===== config.mk =====
export PLATFORM = sky130hd
export DESIGN_NAME = rs_issue_unit_flat
export DESIGN_NICKNAME = d
export VERILOG_FILES = /design/src/rtl/rs_pkg.sv /design/src/rtl/rs_issue_unit_if.sv /design/src/rtl/operand_snoop.sv /design/src/rtl/rs_issue_unit.sv /design/src/flat_wrapper.sv
export SDC_FILE = /design/constraint.sdc
export NUM_CORES = 1
export LEC_CHECK = 0
export BUFFER_PORTS_ARGS = -buffer_cell sky130_fd_sc_hd__clkbuf_2
export CORE_AREA = 5 5 201 203
export CTS_BUF_LIST = sky130_fd_sc_hd__clkbuf_2
export DETAILED_ROUTE_END_ITERATION = 16
export DIE_AREA = 0 0 206 208
export HOLD_SLACK_MARGIN = 0.08
export PLACE_DENSITY = 0.59
export SLEW_MARGIN = 5
export SYNTH_ARGS = -nofsm -noshare
export SYNTH_HDL_FRONTEND = slang
export SYNTH_SLANG_ARGS = --single-unit

===== constraint.sdc =====
create_clock -name CLK -period 2.95 [get_ports CLK]
set_input_delay 0.1475 -clock CLK [delete_from_list [all_inputs] [get_ports CLK]]
set_output_delay 0.1475 -clock CLK [all_outputs]
set_load 0.05 [all_outputs]

===== src/rtl/rs_pkg.sv =====
// Shared constants and state encoding for the reservation-station issue stage.
package rs_pkg;

    localparam int unsigned DEF_DATA_WIDTH = 144;
    localparam int unsigned DEF_OPER_WIDTH = 32;
    localparam int unsigned DEF_TAG_WIDTH  = 32;

    // Branch tag field inside an RS element
    localparam int unsigned BR_TAG_HI = 143;
    localparam int unsigned BR_TAG_LO = 112;

    typedef enum logic [1:0] {
        IDLE  = 2'd0,
        WAIT  = 2'd1,
        ISSUE = 2'd2
    } issueState_t;

endpackage


===== src/rtl/rs_issue_unit_if.sv =====
// RS head, CDB, branch and FU handshake signals of the issue stage.
interface rs_issue_unit_if
    import rs_pkg::*;
#(
    parameter int unsigned DATA_WIDTH = DEF_DATA_WIDTH,
    parameter int unsigned OPER_WIDTH = DEF_OPER_WIDTH,
    parameter int unsigned TAG_WIDTH  = DEF_TAG_WIDTH
) ();

    logic [DATA_WIDTH-1:0] RSHeadElement;
    logic                  RSHeadFlagA;
    logic                  RSHeadFlagB;
    logic [OPER_WIDTH-1:0] RSHeadDataA;
    logic [OPER_WIDTH-1:0] RSHeadDataB;
    logic                  RSBufEmpty;
    logic                  RSPop;
    logic                  CDBValid;
    logic [TAG_WIDTH-1:0]  CDBTag;
    logic [OPER_WIDTH-1:0] CDBData;
    logic                  Branch;
    logic [TAG_WIDTH-1:0]  BranchTag;
    logic                  FUValid;
    logic                  FUReady;
    logic [DATA_WIDTH-1:0] FUElement;
    logic [OPER_WIDTH-1:0] FUOpA;
    logic [OPER_WIDTH-1:0] FUOpB;
    logic                  IssueBusy;

    // Issue unit side
    modport master (
        input  RSHeadElement, RSHeadFlagA, RSHeadFlagB, RSHeadDataA, RSHeadDataB, RSBufEmpty,
        input  CDBValid, CDBTag, CDBData, Branch, BranchTag, FUReady,
        output RSPop, FUValid, FUElement, FUOpA, FUOpB, IssueBusy
    );

    // Environment side (RS, CDB, branch unit, FU)
    modport slave (
        output RSHeadElement, RSHeadFlagA, RSHeadFlagB, RSHeadDataA, RSHeadDataB, RSBufEmpty,
        output CDBValid, CDBTag, CDBData, Branch, BranchTag, FUReady,
        input  RSPop, FUValid, FUElement, FUOpA, FUOpB, IssueBusy
    );

endinterface


===== src/rtl/operand_snoop.sv =====
// One source operand: ready flag plus value (or producer tag while pending).
module operand_snoop #(
    parameter int unsigned OPER_WIDTH = 32,
    parameter int unsigned TAG_WIDTH  = 32
) (
    input  logic                  clk,
    input  logic                  reset,
    input  logic                  load,
    input  logic                  loadFlag,
    input  logic [OPER_WIDTH-1:0] loadData,
    input  logic                  snoopEn,
    input  logic                  clear,
    input  logic                  cdbValid,
    input  logic [TAG_WIDTH-1:0]  cdbTag,
    input  logic [OPER_WIDTH-1:0] cdbData,
    output logic                  ready,
    output logic [OPER_WIDTH-1:0] value,
    output logic                  readyNext_c
);

    logic [OPER_WIDTH-1:0] valueNext;
    logic                  loadHit;
    logic                  snoopHit;

    assign loadHit  = cdbValid && (cdbTag == TAG_WIDTH'(loadData));
    assign snoopHit = cdbValid && (cdbTag == TAG_WIDTH'(value));

    // Load with same-cycle CDB bypass, otherwise snoop while pending
    always_comb begin
        readyNext_c = ready;
        valueNext   = value;
        if (clear) begin
            readyNext_c = 1'b0;
        end else if (load) begin
            if (loadFlag) begin
                readyNext_c = 1'b1;
                valueNext   = loadData;
            end else if (loadHit) begin
                readyNext_c = 1'b1;
                valueNext   = cdbData;
            end else begin
                readyNext_c = 1'b0;
                valueNext   = loadData;
            end
        end else if (snoopEn && !ready && snoopHit) begin
            readyNext_c = 1'b1;
            valueNext   = cdbData;
        end
    end

    // Operand state register
    always_ff @(posedge clk) begin
        if (reset) begin
            ready <= 1'b0;
            value <= '0;
        end else begin
            ready <= readyNext_c;
            value <= valueNext;
        end
    end

endmodule


===== src/rtl/rs_issue_unit.sv =====
// Issue stage: holds one RS element, resolves pending operands off the CDB, issues to the FU.
module rs_issue_unit
    import rs_pkg::*;
#(
    parameter int unsigned DATA_WIDTH = DEF_DATA_WIDTH,
    parameter int unsigned OPER_WIDTH = DEF_OPER_WIDTH,
    parameter int unsigned TAG_WIDTH  = DEF_TAG_WIDTH
) (
    input  logic            CLK,
    input  logic            Reset,
    rs_issue_unit_if.master bus
);

    issueState_t           state;
    issueState_t           stateNext;
    logic                  fuValidQ;
    logic [DATA_WIDTH-1:0] elementQ;
    logic                  transfer;
    logic                  slotFree;
    logic                  pop;
    logic                  flush;
    logic                  snoopEn;
    logic                  clearOps;
    logic                  readyA;
    logic                  readyB;
    logic                  readyANext;
    logic                  readyBNext;
    logic [OPER_WIDTH-1:0] opA;
    logic [OPER_WIDTH-1:0] opB;

    assign transfer = fuValidQ & bus.FUReady;
    assign slotFree = (state == IDLE) | transfer;
    // Any branch blocks the pop: the head itself may be squashed this cycle
    assign pop      = slotFree & ~bus.RSBufEmpty & ~bus.Branch & ~Reset;
    assign flush    = bus.Branch & (state != IDLE)
                    & (elementQ[BR_TAG_HI:BR_TAG_LO] == bus.BranchTag);
    assign snoopEn  = (state == WAIT) & ~flush;
    // Pop and flush are mutually exclusive since Branch suppresses pop
    assign clearOps = flush | (transfer & ~pop);

    operand_snoop #(.OPER_WIDTH(OPER_WIDTH), .TAG_WIDTH(TAG_WIDTH)) snoopA (
        .clk(CLK), .reset(Reset), .load(pop), .loadFlag(bus.RSHeadFlagA),
        .loadData(bus.RSHeadDataA), .snoopEn(snoopEn), .clear(clearOps),
        .cdbValid(bus.CDBValid), .cdbTag(bus.CDBTag), .cdbData(bus.CDBData),
        .ready(readyA), .value(opA), .readyNext_c(readyANext)
    );

    operand_snoop #(.OPER_WIDTH(OPER_WIDTH), .TAG_WIDTH(TAG_WIDTH)) snoopB (
        .clk(CLK), .reset(Reset), .load(pop), .loadFlag(bus.RSHeadFlagB),
        .loadData(bus.RSHeadDataB), .snoopEn(snoopEn), .clear(clearOps),
        .cdbValid(bus.CDBValid), .cdbTag(bus.CDBTag), .cdbData(bus.CDBData),
        .ready(readyB), .value(opB), .readyNext_c(readyBNext)
    );

    // Next-state: capture, operand wait, issue with back-to-back refill, flush
    always_comb begin
        stateNext = state;
        case (state)
            IDLE: begin
                if (pop) stateNext = (readyANext && readyBNext) ? ISSUE : WAIT;
            end
            WAIT: begin
                if (flush)                          stateNext = IDLE;
                else if (readyANext && readyBNext)  stateNext = ISSUE;
            end
            ISSUE: begin
                if (transfer) begin
                    if (pop) stateNext = (readyANext && readyBNext) ? ISSUE : WAIT;
                    else     stateNext = IDLE;
                end else if (flush) begin
                    stateNext = IDLE;
                end
            end
            default: stateNext = IDLE;
        endcase
    end

    // State and issue-valid registers
    always_ff @(posedge CLK) begin
        if (Reset) begin
            state    <= IDLE;
            fuValidQ <= 1'b0;
        end else begin
            state    <= stateNext;
            fuValidQ <= (stateNext == ISSUE);
        end
    end

    // Held element register
    always_ff @(posedge CLK) begin
        if (Reset)    elementQ <= '0;
        else if (pop) elementQ <= bus.RSHeadElement;
    end

    assign bus.RSPop     = pop;
    assign bus.FUValid   = fuValidQ;
    assign bus.FUElement = elementQ;
    assign bus.FUOpA     = opA;
    assign bus.FUOpB     = opB;
    assign bus.IssueBusy = (state != IDLE);

    logic unusedReady;
    assign unusedReady = readyA ^ readyB;

endmodule


===== src/flat_wrapper.sv =====
// flat-port wrapper written by rule: the top's interface ports become plain ports
module rs_issue_unit_flat import rs_pkg::*;
#(
    parameter int unsigned DATA_WIDTH = DEF_DATA_WIDTH,
    parameter int unsigned OPER_WIDTH = DEF_OPER_WIDTH,
    parameter int unsigned TAG_WIDTH  = DEF_TAG_WIDTH
)
  (CLK, Reset, bus_RSHeadElement, bus_RSHeadFlagA, bus_RSHeadFlagB, bus_RSHeadDataA, bus_RSHeadDataB, bus_RSBufEmpty, bus_CDBValid, bus_CDBTag, bus_CDBData, bus_Branch, bus_BranchTag, bus_FUReady, bus_RSPop, bus_FUValid, bus_FUElement, bus_FUOpA, bus_FUOpB, bus_IssueBusy);
  rs_issue_unit_if #(.DATA_WIDTH(DATA_WIDTH), .OPER_WIDTH(OPER_WIDTH), .TAG_WIDTH(TAG_WIDTH)) bus_i ();
  input  logic CLK;
  input  logic Reset;
  input wire logic [$bits(bus_i.RSHeadElement)-1:0] bus_RSHeadElement;
  input wire logic [$bits(bus_i.RSHeadFlagA)-1:0] bus_RSHeadFlagA;
  input wire logic [$bits(bus_i.RSHeadFlagB)-1:0] bus_RSHeadFlagB;
  input wire logic [$bits(bus_i.RSHeadDataA)-1:0] bus_RSHeadDataA;
  input wire logic [$bits(bus_i.RSHeadDataB)-1:0] bus_RSHeadDataB;
  input wire logic [$bits(bus_i.RSBufEmpty)-1:0] bus_RSBufEmpty;
  input wire logic [$bits(bus_i.CDBValid)-1:0] bus_CDBValid;
  input wire logic [$bits(bus_i.CDBTag)-1:0] bus_CDBTag;
  input wire logic [$bits(bus_i.CDBData)-1:0] bus_CDBData;
  input wire logic [$bits(bus_i.Branch)-1:0] bus_Branch;
  input wire logic [$bits(bus_i.BranchTag)-1:0] bus_BranchTag;
  input wire logic [$bits(bus_i.FUReady)-1:0] bus_FUReady;
  output wire logic [$bits(bus_i.RSPop)-1:0] bus_RSPop;
  output wire logic [$bits(bus_i.FUValid)-1:0] bus_FUValid;
  output wire logic [$bits(bus_i.FUElement)-1:0] bus_FUElement;
  output wire logic [$bits(bus_i.FUOpA)-1:0] bus_FUOpA;
  output wire logic [$bits(bus_i.FUOpB)-1:0] bus_FUOpB;
  output wire logic [$bits(bus_i.IssueBusy)-1:0] bus_IssueBusy;
  assign bus_i.RSHeadElement = bus_RSHeadElement;
  assign bus_i.RSHeadFlagA = bus_RSHeadFlagA;
  assign bus_i.RSHeadFlagB = bus_RSHeadFlagB;
  assign bus_i.RSHeadDataA = bus_RSHeadDataA;
  assign bus_i.RSHeadDataB = bus_RSHeadDataB;
  assign bus_i.RSBufEmpty = bus_RSBufEmpty;
  assign bus_i.CDBValid = bus_CDBValid;
  assign bus_i.CDBTag = bus_CDBTag;
  assign bus_i.CDBData = bus_CDBData;
  assign bus_i.Branch = bus_Branch;
  assign bus_i.BranchTag = bus_BranchTag;
  assign bus_i.FUReady = bus_FUReady;
  assign bus_RSPop = bus_i.RSPop;
  assign bus_FUValid = bus_i.FUValid;
  assign bus_FUElement = bus_i.FUElement;
  assign bus_FUOpA = bus_i.FUOpA;
  assign bus_FUOpB = bus_i.FUOpB;
  assign bus_IssueBusy = bus_i.IssueBusy;
  rs_issue_unit #(.DATA_WIDTH(DATA_WIDTH), .OPER_WIDTH(OPER_WIDTH), .TAG_WIDTH(TAG_WIDTH)) u_core (.CLK(CLK), .Reset(Reset), .bus(bus_i));
endmodule

==> PnR_summary.wiki, run 1 <==
{| class="wikitable"
! Metric !! Value
|-
| Result of the run || aborted with a tool error
|-
| Last step reached || 4_1_cts
|-
| Error msg || [ERROR RSZ-0060] Max buffer count reached.
|-
| Routability Congestion || 0.949
|-
| Post-Synthesis Cell Area || 9870 um^2
|-
| Cts hold-fix bufs || 454
|-
| Number of placement rows || 72
|-
| Dominant cells by area after synthesis || dfxtp_1 (43%), nand2_1 (11%), a21oi_1 (9.0%), xor2_1 (7.9%), mux2i_1 (6.5%)
|-
| Total CTS buffers || 59
|-
| Chip Width || 206 um
|-
| Net count after synthesis || 1480
|-
| Die Ht || 208 um
|-
| Warnings from Yosys || 0
|-
| Flops & latches, synth || 213
|-
| EDFF count, synth || 0
|-
| Bufs on Longest Clock Path || 3
|-
| Dominant register cell in the synthesized netlist || dfxtp_1
|-
| HPWL Detailed || 32.7 mm
|-
| Post-detailed-placement cell area || 13000 um^2
|-
| Count of different cell masters after synthesis || 40
|-
| Post_cts resized || 4
|-
| Maximum level of the CTS H-tree || 2
|-
| Starting density of the core || 0.258
|-
| I/O pin cnt || 523
|-
| Most common cell in the synthesized netlist || nand2_1
|-
| Total instance count after detailed placement || 2159
|-
| Number of buffers added for setup after CTS || 0
|-
| Area leader, netlist || dfxtp_1
|-
| Async set or reset register ratio after synthesis || 0
|-
| Fraction of the yosys area taken by sequential cells || 0.432
|-
| Area share of the leading cell type in the synthesized netlist || 0.432
|-
| Total clock sinks || 213
|-
| Post-synthesis cell count || 1168
|-
| Mapped Avg Cell Area || 8.45 um^2
|-
| Master cell of the clock root buffer || clkbuf_2
|-
| Commonest cells in the synthesized netlist || nand2_1 (296), dfxtp_1 (213), a21oi_1 (178), xor2_1 (89), xnor2_1 (71)
|-
| Number of port buffers || 522
|}
-- per-stage QoR --
stage,worst slack [ns],util
3_5_place_dp,0.0769,0.340
2_1_floorplan,0.579,-
3_3_place_gp,0.0918,0.340
-- logic make-up after synthesis --
kind of cell / count (synthesis) / synth area share
buffers and inverters: 76 / 0.0399
multiplexers: 64 / 0.0649
XOR/XNOR: 160 / 0.142
AO/OA/AOI/OAI: 281 / 0.159
AND/OR/NAND/NOR: 374 / 0.162
flip-flops: 213 / 0.432
==> run 2, diff against run 1 <==
CORE_AREA = 5 5 200 202   (was 5 5 201 203)
CTS_BUF_LIST = not set   (was sky130_fd_sc_hd__clkbuf_2)
DIE_AREA = 0 0 205 207   (was 0 0 206 208)
HOLD_SLACK_MARGIN = not set   (was 0.08)
PLACE_DENSITY = not set   (was 0.59)
PLACE_DENSITY_LB_ADDON = 0.15   (was not set)
==> run 2 against run 1 <==
The run now ends clean. Synthesized cell count stayed put. Synthesized area unchanged.
==> PnR_summary.wiki, run 2 <==
{| class="wikitable"
! Metric !! Value
|-
| Vias/cell || 4.56
|-
| Summed negative setup slack over all endpoints || 0 ns
|-
| Min setup slack post-route || 0.0617 ns
|-
| Vias in the first global route || 11200
|-
| Clock tree from TritonCTS || yes
|-
| Initial DRC Count || 720
|-
| Die Ht || 207 um (was 208 um)
|-
| DRC viols || 0
|-
| Element type at the critical path end || register
|-
| Count of different cell masters after synthesis || 40 (unchanged)
|-
| Sum of overflow across all layers after global routing || 0
|-
| Largest voltage drop on the vdd net || 0.000357 V
|-
| Total CTS buffers || 27 (was 59)
|-
| Leak Pwr || 7.19 nW
|-
| Master cell of the clock root buffer || clkbuf_16 (was clkbuf_2)
|-
| Number of nets in the finished design || 2215
|-
| Crit path arrival time || 3.31 ns
|-
| Commonest non-fill, non-tap cell in the layout || clkbuf_2
|-
| Category of the worst setup path launch point || input port
|-
| Top library cells by usage in the layout, fill and taps aside || clkbuf_2 (521), nand2_1 (296), dlygate4sd3_1 (243), dfxtp_1 (213), a21oi_1 (178)
|-
| Maximum level of the CTS H-tree || 1 (was 2)
|-
| Number of nets still failing antenna checks after routing || 0
|-
| Clock period minus worst slack || 2.89 ns
|-
| Fill cells || 3897
|-
| Area leader, netlist || dfxtp_1 (unchanged)
|-
| Dominant register cell in the synthesized netlist || dfxtp_1 (unchanged)
|-
| Slew at the pin with the worst max-slew slack || 0.740 ns
|-
| GRT Resource Usage Total || 0.205
|-
| Chip Width || 205 um (was 206 um)
|-
| Slew headroom || 0.506
|-
| Largest net degree at the start of global routing || 148
|-
| Number of buffers added for setup after CTS || 0 (unchanged)
|-
| Clk slew on worst S/H paths || 0.06 ns
|-
| Endpoints failing hold || 0
|-
| Most common cell in the synthesized netlist || nand2_1 (unchanged)
|-
| Flops & latches, synth || 213 (unchanged)
|-
| Max FFs per register || 144
|-
| Class of the tightest hold or removal check || in -> reg
|-
| Core Footprint || 38100 um^2
|-
| Average wire length per cell after detail routing || 19.1 um
|-
| Post-Synthesis Cell Area || 9870 um^2 (unchanged)
|-
| I/O pin cnt || 523 (unchanged)
|-
| Die outline area || 42400 um^2
|-
| Critical path start-end classification || in -> reg
|-
| Pwr dens || 504 nW/um^2
|-
| Share of the clock period used by the worst path after layout || 0.979
|-
| Layout area overhead || 65.3%
|-
| EDFF count, synth || 0 (unchanged)
|-
| Starting density of the core || 0.259 (was 0.258)
|-
| Commonest cells in the synthesized netlist || nand2_1 (296), dfxtp_1 (213), a21oi_1 (178), xor2_1 (89), xnor2_1 (71) (unchanged)
|-
| Number of port buffers || 522 (unchanged)
|-
| HPWL Detailed || 34.2 mm (was 32.7 mm)
|-
| Bufs on Longest Clock Path || 3 (unchanged)
|-
| Post-synthesis cell count || 1168 (unchanged)
|-
| Final Power || 8.23 mW
|-
| Number of antenna violations at the first check in global routing || 5
|-
| Share of post-route cells with drive strength above 1 || 0.322
|-
| FMAX || 346 MHz
|-
| Max-Cap Viols || 0
|-
| Area share of the leading cell type in the synthesized netlist || 0.432 (unchanged)
|-
| Fraction of the yosys area taken by sequential cells || 0.432 (unchanged)
|-
| Mapped Avg Cell Area || 8.45 um^2 (unchanged)
|-
| Post-placement worst setup slack || 0.355 ns (was 0.0769 ns)
|-
| Net count after synthesis || 1480 (unchanged)
|-
| Required time at the endpoint of the critical path || 3.37 ns
|-
| Total number of vias || 11100
|-
| Post-Route Skew || 0.00987 ns
|-
| Unrepaired setup endpoints after global routing || false
|-
| Total clock sinks || 213 (unchanged)
|-
| Warnings from Yosys || 0 (unchanged)
|-
| Wire length of the first global-routing pass || 68.4 mm
|-
| Number of placement rows || 72 (unchanged)
|-
| Worst-path fanout max || 16
|-
| Aggregate routed wire length || 46.6 mm
|-
| Worst skew pair latency || 0.55 ns
|-
| Final Max Tran Viols || 0
|-
| Result of the run || complete, no violations (was aborted with a tool error)
|-
| Detailed Routing Iterations Pass 1 || 5
|-
| Async set or reset register ratio after synthesis || 0 (unchanged)
|-
| Routability Congestion || 0.906 (was 0.949)
|-
| Final setup violating endpoints || 0
|-
| Dominant cells by area after synthesis || dfxtp_1 (43%), nand2_1 (11%), a21oi_1 (9.0%), xor2_1 (7.9%), mux2i_1 (6.5%) (unchanged)
|}
-- run 2: cell counts after synthesis --
No cell type changed its count.
-- run 2: metrics by stage --
stage	cell area (um^2)	std cells	hold slack, ns	utilization
2_1_floorplan	9870	1168	0.284	-
3_3_place_gp	13000	2148	0.370	0.340
3_5_place_dp	13000	2148	0.375	0.340
4_1_cts	16300	2437	0.0319	0.427
5_1_grt	16300	2441	0.112	0.428
6_report	16300	2441	0.0695	0.428
-- run 2: power by group --
part | internal (mW) | switching [mW]
clock network | 2.04 | 1.33
logic | 0.694 | 1.08
registers | 2.99 | 0.0927
-- run 2: logic make-up after synthesis --
logic type | synth area share
AO/OA/AOI/OAI | 0.159
XOR/XNOR | 0.142
buffers and inverters | 0.0399
flip-flops | 0.432
multiplexers | 0.0649
AND/OR/NAND/NOR | 0.162
-- run 2: final cells by class --
type                            instances  area (um^2)  area share
Multi-Input combinational cell        880         5250       0.322
Timing Repair Buffer                  778         5250       0.321
Sequential cell                       213         4260       0.261
Clock buffer                           39          801      0.0491
Tap cell                              518          648      0.0397
Clock inverter                          7         88.8     0.00544
Inverter                                3         13.8    0.000843
Antenna cell                            3         7.51    0.000460
-- run 2: path summary, 6_finish.rpt --
path | start | end | slack, ns | cells after the start
hold reg to reg | u_core.bus.FUElement[4] | u_core.bus.FUElement[4] | 0.45 | 2
hold / removal | bus_RSHeadFlagA | u_core.snoopA.ready | 0.07 | 3
setup / recovery | bus_RSHeadDataA[18] | u_core.snoopA.value[5] | 0.06 | 10
setup reg to reg | u_core.state[0] | u_core.snoopB.value[13] | 0.25 | 8
-- run 2: critical path, stage by stage --
cell and delay, ns:
dlygate4sd3_1 0.54, clkbuf_2 0.12, xor2_1 0.14, nor4_1 0.43, nand4_1 0.19, or4_4 0.62, nand2_8 0.23, mux2i_1 0.22
dlygate4sd3_1 0.60, a21oi_2 0.06
-- run 2: timing repair --
action                                 4_1_cts  5_1_grt
endpoints found under the hold margin      208        0
hold buffers                               243        0
setup endpoints to repair                    0        3
gates resized for setup                      0        2
-- run 2: routing by layer --
layer | part of all wire | track usage | up-vias
met1 | 0.41 | 0.253 | 5195
li1 | - | - | 5439
met5 | 0.00069 | 0 | -
met4 | 0.028 | 0.0580 | 4
met2 | 0.48 | 0.347 | 411
met3 | 0.082 | 0.0610 | 72
No activity file was read; power rests on OpenSTA's default activity.
